File: config.mk
export PLATFORM = sky130hd
export DESIGN_NAME = fwd_scoreboard_flat
export DESIGN_NICKNAME = d
export VERILOG_FILES = /design/src/rtl/fwd_scoreboard_pkg.sv /design/src/rtl/fwd_scoreboard_if.sv /design/src/rtl/fwd_scoreboard_match.sv /design/src/rtl/fwd_scoreboard.sv /design/src/flat_wrapper.sv
export SDC_FILE = /design/constraint.sdc
export NUM_CORES = 1
export LEC_CHECK = 0
export BUFFER_PORTS_ARGS = -buffer_cell sky130_fd_sc_hd__buf_2
export CAP_MARGIN = 20
export CORE_ASPECT_RATIO = 0.8
export CORE_MARGIN = 10
export CORE_UTILIZATION = 40
export CTS_CLUSTER_DIAMETER = 40
export DETAILED_ROUTE_END_ITERATION = 8
export GPL_ROUTABILITY_DRIVEN = 0
export GPL_TIMING_DRIVEN = 0
export HOLD_SLACK_MARGIN = 0.05
export MAX_ROUTING_LAYER = met4
export PLACE_DENSITY_LB_ADDON = 0.1
export SLEW_MARGIN = 20
export SYNTH_ARGS = -nofsm -noshare
export SYNTH_HDL_FRONTEND = slang
export SYNTH_HIERARCHICAL = 1
export SYNTH_SLANG_ARGS = --single-unit
File: constraint.sdc
create_clock -name clk -period 4.15 [get_ports clk]
set_input_delay 0.6225 -clock clk [delete_from_list [all_inputs] [get_ports clk]]
set_output_delay 0.6225 -clock clk [all_outputs]
set_load 0.03 [all_outputs]
File: src/rtl/fwd_scoreboard_pkg.sv
// rtl/fwd_scoreboard_pkg.sv - shared types and constants for the ID forwarding scoreboard
//
// Purpose: data width, writer-class codes, in-flight entry layout, forward-source select
//          and the forward data mux used by fwd_scoreboard and fwd_match.
// Ports:   none (package).
package fwd_scoreboard_pkg;

  localparam int         W_DATA    = 32;
  localparam logic [4:0] REG_ZERO  = 5'd0;

  // Writer classes; code 3 is unused and treated like a load (never forwarded from EX).
  localparam logic [1:0] KIND_ALU  = 2'd0;
  localparam logic [1:0] KIND_LOAD = 2'd1;
  localparam logic [1:0] KIND_MDU  = 2'd2;

  typedef struct packed {
    logic       v;
    logic [4:0] waddr;
    logic [1:0] kind;
  } entry_t;

  typedef enum logic [1:0] {
    SEL_NONE = 2'd0,
    SEL_EX   = 2'd1,
    SEL_MEM  = 2'd2,
    SEL_WB   = 2'd3
  } fwd_sel_e;

  // Forward data is forced to zero whenever no source is selected.
  function automatic logic [W_DATA-1:0] pick_data(
    input fwd_sel_e          sel,
    input logic [W_DATA-1:0] ex_d,
    input logic [W_DATA-1:0] mem_d,
    input logic [W_DATA-1:0] wb_d
  );
    case (sel)
      SEL_EX:  pick_data = ex_d;
      SEL_MEM: pick_data = mem_d;
      SEL_WB:  pick_data = wb_d;
      default: pick_data = '0;
    endcase
  endfunction

endpackage

File: src/rtl/fwd_scoreboard_if.sv
// rtl/fwd_scoreboard_if.sv - ID-stage operand/result bus bundle for the forwarding scoreboard
//
// Purpose: groups the ID instruction fields, the per-stage result buses and the
//          forwarding/stall outputs.
// Modports:
//   master - decoder/pipeline side: drives id_* and the result buses, reads forward_*/stall/mdu_busy
//   slave  - scoreboard side: the reverse
interface fwd_scoreboard_if;
  import fwd_scoreboard_pkg::*;

  logic              id_valid;
  logic              id_wreg;
  logic [4:0]        id_waddr;
  logic [1:0]        id_kind;
  logic              id_use_rs;
  logic              id_use_rt;
  logic [4:0]        id_rs;
  logic [4:0]        id_rt;
  logic [W_DATA-1:0] ex_data;
  logic [W_DATA-1:0] mem_data;
  logic [W_DATA-1:0] wb_data;
  logic              forward_rs;
  logic              forward_rt;
  logic [W_DATA-1:0] forward_rs_data;
  logic [W_DATA-1:0] forward_rt_data;
  logic              stall;
  logic              mdu_busy;

  modport master (
    output id_valid, id_wreg, id_waddr, id_kind, id_use_rs, id_use_rt, id_rs, id_rt,
    output ex_data, mem_data, wb_data,
    input  forward_rs, forward_rt, forward_rs_data, forward_rt_data, stall, mdu_busy
  );

  modport slave (
    input  id_valid, id_wreg, id_waddr, id_kind, id_use_rs, id_use_rt, id_rs, id_rt,
    input  ex_data, mem_data, wb_data,
    output forward_rs, forward_rt, forward_rs_data, forward_rt_data, stall, mdu_busy
  );

endinterface

File: src/rtl/fwd_scoreboard_match.sv
// rtl/fwd_scoreboard_match.sv - per-operand hazard/forward decision against EX/MEM/WB writers
//
// Purpose: for one source operand, find the youngest in-flight writer of that register and
//          decide forward (with source select) or stall. Instantiated once for rs, once for rt.
// Ports:
//   ex_e, mem_e        in  EX and MEM writer entries
//   wb_v, wb_waddr     in  WB writer valid/address (WB class is irrelevant)
//   mdu_done           in  MDU counter is zero, EX MDU result is valid
//   use_reg, addr      in  operand is read / its register address
//   fwd, stall, sel    out forward request, stall request, forward source
// Config: FWD_WB_BYPASS_EN defined -> WB writers are forwarded; otherwise the regfile
//         write-before-read supplies the value and a WB hit does nothing.
module fwd_match
  import fwd_scoreboard_pkg::*;
#(
  parameter bit EX_FWD = 1'b1
) (
  input  entry_t     ex_e,
  input  entry_t     mem_e,
  input  logic       wb_v,
  input  logic [4:0] wb_waddr,
  input  logic       mdu_done,
  input  logic       use_reg,
  input  logic [4:0] addr,
  output logic       fwd,
  output logic       stall,
  output fwd_sel_e   sel
);

  logic ex_hit;
  logic mem_hit;
  logic wb_hit;

  assign ex_hit  = ex_e.v  && (ex_e.waddr  == addr);
  assign mem_hit = mem_e.v && (mem_e.waddr == addr);
  assign wb_hit  = wb_v    && (wb_waddr    == addr);

  // Priority chain: a younger hit shadows any older one, even when the younger one stalls.
  always_comb begin
    sel   = SEL_NONE;
    stall = 1'b0;
    if (use_reg && (addr != REG_ZERO)) begin
      if (ex_hit) begin
        if ((ex_e.kind == KIND_ALU) && EX_FWD) begin
          sel = SEL_EX;
        end else if ((ex_e.kind == KIND_MDU) && mdu_done) begin
          sel = SEL_EX;
        end else begin
          stall = 1'b1;
        end
      end else if (mem_hit) begin
        // Load data only appears on the WB bus.
        if (mem_e.kind == KIND_LOAD) begin
          stall = 1'b1;
        end else begin
          sel = SEL_MEM;
        end
      end else if (wb_hit) begin
`ifdef FWD_WB_BYPASS_EN
        sel = SEL_WB;
`else
        sel = SEL_NONE;
`endif
      end
    end
  end

  assign fwd = (sel != SEL_NONE);

endmodule

File: src/rtl/fwd_scoreboard.sv
// rtl/fwd_scoreboard.sv - ID-stage forwarding/hazard scoreboard tracking EX/MEM/WB writers
//
// Purpose: shadows the register writers in EX, MEM and WB, holds EX while a multi-cycle
//          MDU op completes, and drives forward_rs/rt, forward data and stall for ID.
// Ports:
//   clk         in  rising-edge clock
//   resetn      in  asynchronous active-low reset
//   pipe_stall  in  external freeze; holds entries and the MDU counter
//   flush       in  exception flush; clears EX/MEM and the counter, WB retires
//   sb          slave modport of fwd_scoreboard_if (ID fields, result buses, outputs)
// Parameters: MDU_LAT (>=1) cycles an MDU op occupies EX; EX_FWD 1 forwards ALU results from EX.
// Config macro: FWD_WB_BYPASS_EN - forward WB writers (regfile not write-through).
module fwd_scoreboard
  import fwd_scoreboard_pkg::*;
#(
  parameter int MDU_LAT = 4,
  parameter int EX_FWD  = 1
) (
  input  logic            clk,
  input  logic            resetn,
  input  logic            pipe_stall,
  input  logic            flush,
  fwd_scoreboard_if.slave sb
);

  localparam int             CNT_W    = (MDU_LAT > 1) ? $clog2(MDU_LAT) : 1;
  localparam logic [CNT_W-1:0] CNT_LOAD = CNT_W'(MDU_LAT - 1);

  entry_t           ex_e;
  entry_t           mem_e;
  logic             wb_v;
  logic [4:0]       wb_waddr;
  logic [CNT_W-1:0] cnt;
  entry_t           issue;
  logic             mdu_busy;
  logic             stall_rs;
  logic             stall_rt;
  logic             stall_any;
  logic             fwd_rs;
  logic             fwd_rt;
  fwd_sel_e         sel_rs;
  fwd_sel_e         sel_rt;

  assign mdu_busy  = (cnt != '0);
  assign stall_any = stall_rs | stall_rt;

  // A stalled ID instruction enters EX as a bubble; $0 writes are never tracked.
  always_comb begin
    issue = '0;
    if (sb.id_valid && sb.id_wreg && (sb.id_waddr != REG_ZERO) && !stall_any) begin
      issue.v     = 1'b1;
      issue.waddr = sb.id_waddr;
      issue.kind  = sb.id_kind;
    end
  end

  always_ff @(posedge clk or negedge resetn) begin
    if (!resetn) begin
      ex_e     <= '0;
      mem_e    <= '0;
      wb_v     <= 1'b0;
      wb_waddr <= '0;
      cnt      <= '0;
    end else if (flush) begin
      // The WB writer retires; the flushed MEM slot brings nothing behind it.
      ex_e  <= '0;
      mem_e <= '0;
      wb_v  <= 1'b0;
      cnt   <= '0;
    end else if (!pipe_stall) begin
      if (mdu_busy) begin
        cnt <= cnt - CNT_W'(1);
      end else begin
        wb_v     <= mem_e.v;
        wb_waddr <= mem_e.waddr;
        mem_e    <= ex_e;
        ex_e     <= issue;
        if (issue.v && (issue.kind == KIND_MDU)) begin
          cnt <= CNT_LOAD;
        end
      end
    end
  end

  fwd_match #(.EX_FWD(EX_FWD != 0)) u_match_rs (
    .ex_e     (ex_e),
    .mem_e    (mem_e),
    .wb_v     (wb_v),
    .wb_waddr (wb_waddr),
    .mdu_done (!mdu_busy),
    .use_reg  (sb.id_use_rs),
    .addr     (sb.id_rs),
    .fwd      (fwd_rs),
    .stall    (stall_rs),
    .sel      (sel_rs)
  );

  fwd_match #(.EX_FWD(EX_FWD != 0)) u_match_rt (
    .ex_e     (ex_e),
    .mem_e    (mem_e),
    .wb_v     (wb_v),
    .wb_waddr (wb_waddr),
    .mdu_done (!mdu_busy),
    .use_reg  (sb.id_use_rt),
    .addr     (sb.id_rt),
    .fwd      (fwd_rt),
    .stall    (stall_rt),
    .sel      (sel_rt)
  );

  assign sb.forward_rs      = fwd_rs;
  assign sb.forward_rt      = fwd_rt;
  assign sb.forward_rs_data = pick_data(sel_rs, sb.ex_data, sb.mem_data, sb.wb_data);
  assign sb.forward_rt_data = pick_data(sel_rt, sb.ex_data, sb.mem_data, sb.wb_data);
  assign sb.stall           = stall_any;
  assign sb.mdu_busy        = mdu_busy;

endmodule

File: src/flat_wrapper.sv
// flat-port wrapper written by rule: the top's interface ports become plain ports
module fwd_scoreboard_flat import fwd_scoreboard_pkg::*;
#(
  parameter int MDU_LAT = 4,
  parameter int EX_FWD  = 1
)
  (clk, resetn, pipe_stall, flush, sb_id_valid, sb_id_wreg, sb_id_waddr, sb_id_kind, sb_id_use_rs, sb_id_use_rt, sb_id_rs, sb_id_rt, sb_ex_data, sb_mem_data, sb_wb_data, sb_forward_rs, sb_forward_rt, sb_forward_rs_data, sb_forward_rt_data, sb_stall, sb_mdu_busy);
  fwd_scoreboard_if sb_i ();
  input  logic clk;
  input  logic resetn;
  input  logic pipe_stall;
  input  logic flush;
  input wire logic [$bits(sb_i.id_valid)-1:0] sb_id_valid;
  input wire logic [$bits(sb_i.id_wreg)-1:0] sb_id_wreg;
  input wire logic [$bits(sb_i.id_waddr)-1:0] sb_id_waddr;
  input wire logic [$bits(sb_i.id_kind)-1:0] sb_id_kind;
  input wire logic [$bits(sb_i.id_use_rs)-1:0] sb_id_use_rs;
  input wire logic [$bits(sb_i.id_use_rt)-1:0] sb_id_use_rt;
  input wire logic [$bits(sb_i.id_rs)-1:0] sb_id_rs;
  input wire logic [$bits(sb_i.id_rt)-1:0] sb_id_rt;
  input wire logic [$bits(sb_i.ex_data)-1:0] sb_ex_data;
  input wire logic [$bits(sb_i.mem_data)-1:0] sb_mem_data;
  input wire logic [$bits(sb_i.wb_data)-1:0] sb_wb_data;
  output wire logic [$bits(sb_i.forward_rs)-1:0] sb_forward_rs;
  output wire logic [$bits(sb_i.forward_rt)-1:0] sb_forward_rt;
  output wire logic [$bits(sb_i.forward_rs_data)-1:0] sb_forward_rs_data;
  output wire logic [$bits(sb_i.forward_rt_data)-1:0] sb_forward_rt_data;
  output wire logic [$bits(sb_i.stall)-1:0] sb_stall;
  output wire logic [$bits(sb_i.mdu_busy)-1:0] sb_mdu_busy;
  assign sb_i.id_valid = sb_id_valid;
  assign sb_i.id_wreg = sb_id_wreg;
  assign sb_i.id_waddr = sb_id_waddr;
  assign sb_i.id_kind = sb_id_kind;
  assign sb_i.id_use_rs = sb_id_use_rs;
  assign sb_i.id_use_rt = sb_id_use_rt;
  assign sb_i.id_rs = sb_id_rs;
  assign sb_i.id_rt = sb_id_rt;
  assign sb_i.ex_data = sb_ex_data;
  assign sb_i.mem_data = sb_mem_data;
  assign sb_i.wb_data = sb_wb_data;
  assign sb_forward_rs = sb_i.forward_rs;
  assign sb_forward_rt = sb_i.forward_rt;
  assign sb_forward_rs_data = sb_i.forward_rs_data;
  assign sb_forward_rt_data = sb_i.forward_rt_data;
  assign sb_stall = sb_i.stall;
  assign sb_mdu_busy = sb_i.mdu_busy;
  fwd_scoreboard #(.MDU_LAT(MDU_LAT), .EX_FWD(EX_FWD)) u_core (.clk(clk), .resetn(resetn), .pipe_stall(pipe_stall), .flush(flush), .sb(sb_i));
endmodule
# Word-level counts from Yosys, hierarchy flattened
# Cells that the tools add are included.
# classes
bitwise	1
reduce_logical	23
n_mux	31
n_addsub	1
n_eq_ne	15
# op_table
operator	count
one-hot mux 32 bit (3 select lines)	2
two-way mux 8 bit	7
two-way mux 2 bit	12
equality test 5 bit	4
nonzero test 5 bit	3
equality test 2 bit, second input constant	6
logical AND 1 bit	11
two-way mux 1 bit	10
equality test 2 x 1 -> 1 bit, second input constant	3
nonzero test 2 bit	3
AND reduction 2 bit	2
nonzero test 3 bit	1
logical NOT 1 bit	2
logical NOT 2 bit	1
inequality test 2 x 1 -> 1 bit, second input constant	1
inequality test 2 bit, second input constant	1
subtractor 2 x 1 -> 2 bit, second input constant	1
OR 1 bit	1
# totals
regBits	18
output_inout_bits	68
word_cells	78
in_bits	121

# Depth between registers and ports, before layout
# depth
depth_word	17
ltp_mapped	11
depth_no_buf	10

# Hierarchy
# Netlist, hierarchy kept.
# modules_own_cells
mod	seq_area_each_um2	n_inst	area_each_um2	cells_each
fwd_scoreboard	600.6	1	2376.0	224
fwd_match	0.0	2	188.9	28

# Least setup slack after synthesis
# OpenSTA, ideal clock, no wires.
# synth_timing
path_kind	in2out
from	input sb_id_rs[1]
to	output sb_forward_rs_data[10]
cell_stages	8
slack_ps	1099
required_ps	3527
path_buffers	3
arrival_time_ps	2429
path_cell_list	or4_1 > o21ai_0 > nor3_1 > clkbuf_1 > nor2b_1 > clkbuf_1 > buf_2 > a22o_1
# synth_via
elab_chain_cells	7
word_cells_on_any_way	13
cone_classes	5 x eq/ne; 4 x mux; 4 x reduce/logical
# synth_lines
item	line_no	source
from (decl)	flat_wrapper.sv:19	input wire logic [$bits(sb_i.id_rs)-1:0] sb_id_rs;
equality test 5 bit	fwd_scoreboard_match.sv:35	assign mem_hit = mem_e.v && (mem_e.waddr == addr);
logical AND 1 bit	fwd_scoreboard_match.sv:35	
two-way mux 2 bit	fwd_scoreboard_match.sv:51	end else if (mem_hit) begin
two-way mux 2 bit	fwd_scoreboard_match.sv:43	if (ex_hit) begin
two-way mux 2 bit (*)	fwd_scoreboard_match.sv:42	if (use_reg && (addr != REG_ZERO)) begin
net u_core.sel_rs[0]	fwd_scoreboard.sv:41	fwd_sel_e sel_rs;
equality test 2 bit / equality test 2 x 1 -> 1 bit (equally long branches)	fwd_scoreboard_pkg.sv:36	case (sel)
one-hot mux 32 bit (3 select lines) (*)	fwd_scoreboard_pkg.sv:36	
to (decl)	flat_wrapper.sv:26	output wire logic [$bits(sb_i.forward_rs_data)-1:0] sb_forward_rs_data;
# The timed path passes the listed nets; every way through them passes the cells marked *.

# Worst setup path in the final report
# layout_timing
from	input sb_id_rt[1]
to	output sb_forward_rt_data[3]
# layout_via
elab_chain_cells	7
word_cells_on_any_way	13
cone_classes	5 x eq/ne; 4 x mux; 4 x reduce/logical
# layout_lines
item	line_no	source
from (decl)	flat_wrapper.sv:20	input wire logic [$bits(sb_i.id_rt)-1:0] sb_id_rt;
equality test 5 bit	fwd_scoreboard_match.sv:35	
logical AND 1 bit	fwd_scoreboard_match.sv:35	
two-way mux 2 bit	fwd_scoreboard_match.sv:51	
two-way mux 2 bit	fwd_scoreboard_match.sv:43	
two-way mux 2 bit (*)	fwd_scoreboard_match.sv:42	
net u_core.sel_rt[0]	fwd_scoreboard.sv:42	fwd_sel_e sel_rt;
equality test 2 bit / equality test 2 x 1 -> 1 bit (equally long branches)	fwd_scoreboard_pkg.sv:36	
one-hot mux 32 bit (3 select lines) (*)	fwd_scoreboard_pkg.sv:36	
to (decl)	flat_wrapper.sv:27	output wire logic [$bits(sb_i.forward_rt_data)-1:0] sb_forward_rt_data;
# Marks and branches as above.

==> results.md <==
- Synthesized cell area: ~2500 um^2
- Post-route cell area: 3640 um^2
- Num CTS Buffers: 3
- CP max stage cell: or4_1
- N_diodes: 0
- Gr ovfl total: 0
- Syn Inst Count: about 270
- Nets@finish: 583
- Port Buffer Count: 188
- Power share of the sequential group: 0.358
- Mean post-synth cell area: 9.47 um^2
- Most common cell after layout, fill and taps aside: buf_2
- Net Sw Power: 0.180 mW
- # hold bufs at CTS: 0
- Total die area: 9950 um^2
- Rel. slew slack: 0.610
- Fin. Hold Viols: 0
- Placed cell area: 3580 um^2
- Global-route wire length before repair: 17000 um
- Clk slew on worst S/H paths: roughly 0.07 ns
- RSZ-0062 raised after global routing: false
- Critical path's largest stage delay: 0.50 ns
- Clock latency on the worst-skew pair: 0.25 ns
- Syn nets: 390
- Drt pass-1 iters: 4
- Crit path max-delay family: buffers and inverters
- Vias in the first global route: between 3000 and 4000
- Post_cts resized: 0
- Status: completed
- Die height: 91.3 um
- Crit-path max FO: 10
- Fill cells: 577
- CTS tree: done
- Proportion of layout cells with a drive suffix above 1: 0.600
- Total track usage: 0.214
- Pint: roughly 0.38 mW
- CP Capture Type: output port
- Buf/Inv on CP: 5
- # IOs: 189
- Critical path class: in -> out
- Initial core utilization: 0.421
- Pre-CTS setup slack: 0.475 ns
- Final setup viols: 0
- DIE WIDTH: 109 um
- Min cycle time layout: 3.66 ns
- YS warnings: 6
- WL/cell: between 20 and 25 um
- Startpoint types: input pin
- CTS sink count: 18
- Number of post-CTS setup repair buffers: 0
- Final ANT Viol Nets: 0
- Critical Path AT: between 3 and 4 ns
- Most frequent cell on the critical path: buf_2
- FMAX: between 200 and 300 MHz
- Worst-path cell chain: buf_2 -> or4_1 -> o21ai_0 -> nor3_1 -> clkbuf_1 -> nor2b_1 -> clkbuf_1 -> buf_2 -> a22o_1 -> buf_2
- Least-Margin Pin Slew: 0.585 ns
- Maximum vdd ir drop: 339 uV
- Vias: 2982
- Remaining DRCs: 0
- Max-cap violation count: 0
- Worst EP required: 3.53 ns
- Setup TNS: 0 ns
- Sw frac: 0.320
- Final Util: 0.602
- Hpwl dp: 9470 um
- Setup WS post-layout: 0.494 ns
- Leakage: 1.94 nW
- Site row count: 25
- H-Tree Depth: 1
- Fin. max-slew vios: 0
- Clk Tree Root Cell: clkbuf_8
- Total power divided by cell area: ~150 nW/um^2
- Vias per inst: 5.51
- Initial antenna violation count: 0
- Largest net degree at the start of global routing: 19
- DRT iter0 DRCs: 107
- Clock Tree Buf Depth: 2
- Area grow syn2layout: 43.2%
- Commonest cells after routing, fill and taps aside: 202 x buf_2, 78 x a22o_1, 64 x mux2_2
- Clock skew: 0.00348 ns
- Share of power burned in combinational logic: 0.392
- Clk pwr share: 0.250
- Fin crit share: 0.881
- HP Class: in -> async
- DRT Wirelength: between 10000 and 15000 um
- Core Area: ~6000 um^2
==> power groups by stage <==
| stage | Clock, mW | Sequential, mW | Combinational [mW] |
|---|---|---|---|
| after floorplan | 0 | 0.199 | 0.118 |
| after global placement | 0 | 0.202 | 0.212 |
| after detailed placement | 0 | 0.204 | 0.219 |
| after CTS | 0.143 | 0.200 | 0.220 |
| after global routing | 0.149 | 0.203 | 0.245 |
| final | 0.140 | 0.201 | 0.220 |
==> final cells by class <==
type	count	area (um^2)	area share
plain buffers	28	123	0.0337
clock buffers	4	55.1	0.0151
inverters	7	26.3	0.00723
multi-input cells	215	1940	0.533
flip-flops and latches	18	450	0.124
well taps	81	101	0.0279
repair buffers	188	941	0.259
==> flip-flops by register name, summed over array words and instances, names as in the netlist <==
name / flops
u_core/cnt: 2
u_core/ex_e: 8
u_core/mem_e: 8
==> routing by layer <==
layer / GRT usage / vias up / part of all wire
li1: - / 1443 / -
met1: 0.269 / 1381 / 0.44
met2: 0.337 / 144 / 0.45
met3: 0.0537 / 14 / 0.091
met4: 0.0406 / 0 / 0.018
met5: - / - / 0
==> worst paths after layout <==
kind                                                to                  startpoint  depth (start not counted)  slack [ns]
setup / recovery                 sb_forward_rt_data[3]                 sb_id_rt[1]                         10        0.49
hold / removal               u_core/cnt[1]$_DFFE_PN0P_                      resetn                          1        0.29
setup reg to reg             u_core/cnt[1]$_DFFE_PN0P_  u_core/ex_e[2]$_DFFE_PN0P_                          9        1.62
hold reg to reg              u_core/cnt[0]$_DFFE_PN0P_   u_core/cnt[0]$_DFFE_PN0P_                          1        0.52
max in group asynchronous  u_core/mem_e[3]$_DFFE_PN0P_                      resetn                          1        3.58
min in group clk             u_core/cnt[0]$_DFFE_PN0P_   u_core/cnt[0]$_DFFE_PN0P_                          1        0.52
==> through the flow <==
stage / std cells / hold WS, ns / power (mW)
2_1_floorplan: 268 / 0.327 / 0.317
3_3_place_gp: 537 / 0.472 / 0.414
3_5_place_dp: 537 / 0.504 / 0.422
4_1_cts: 541 / 0.292 / 0.563
5_1_grt: 541 / 0.317 / 0.597
6_report: 541 / 0.286 / 0.561
No activity file was read; power rests on OpenSTA's default activity.
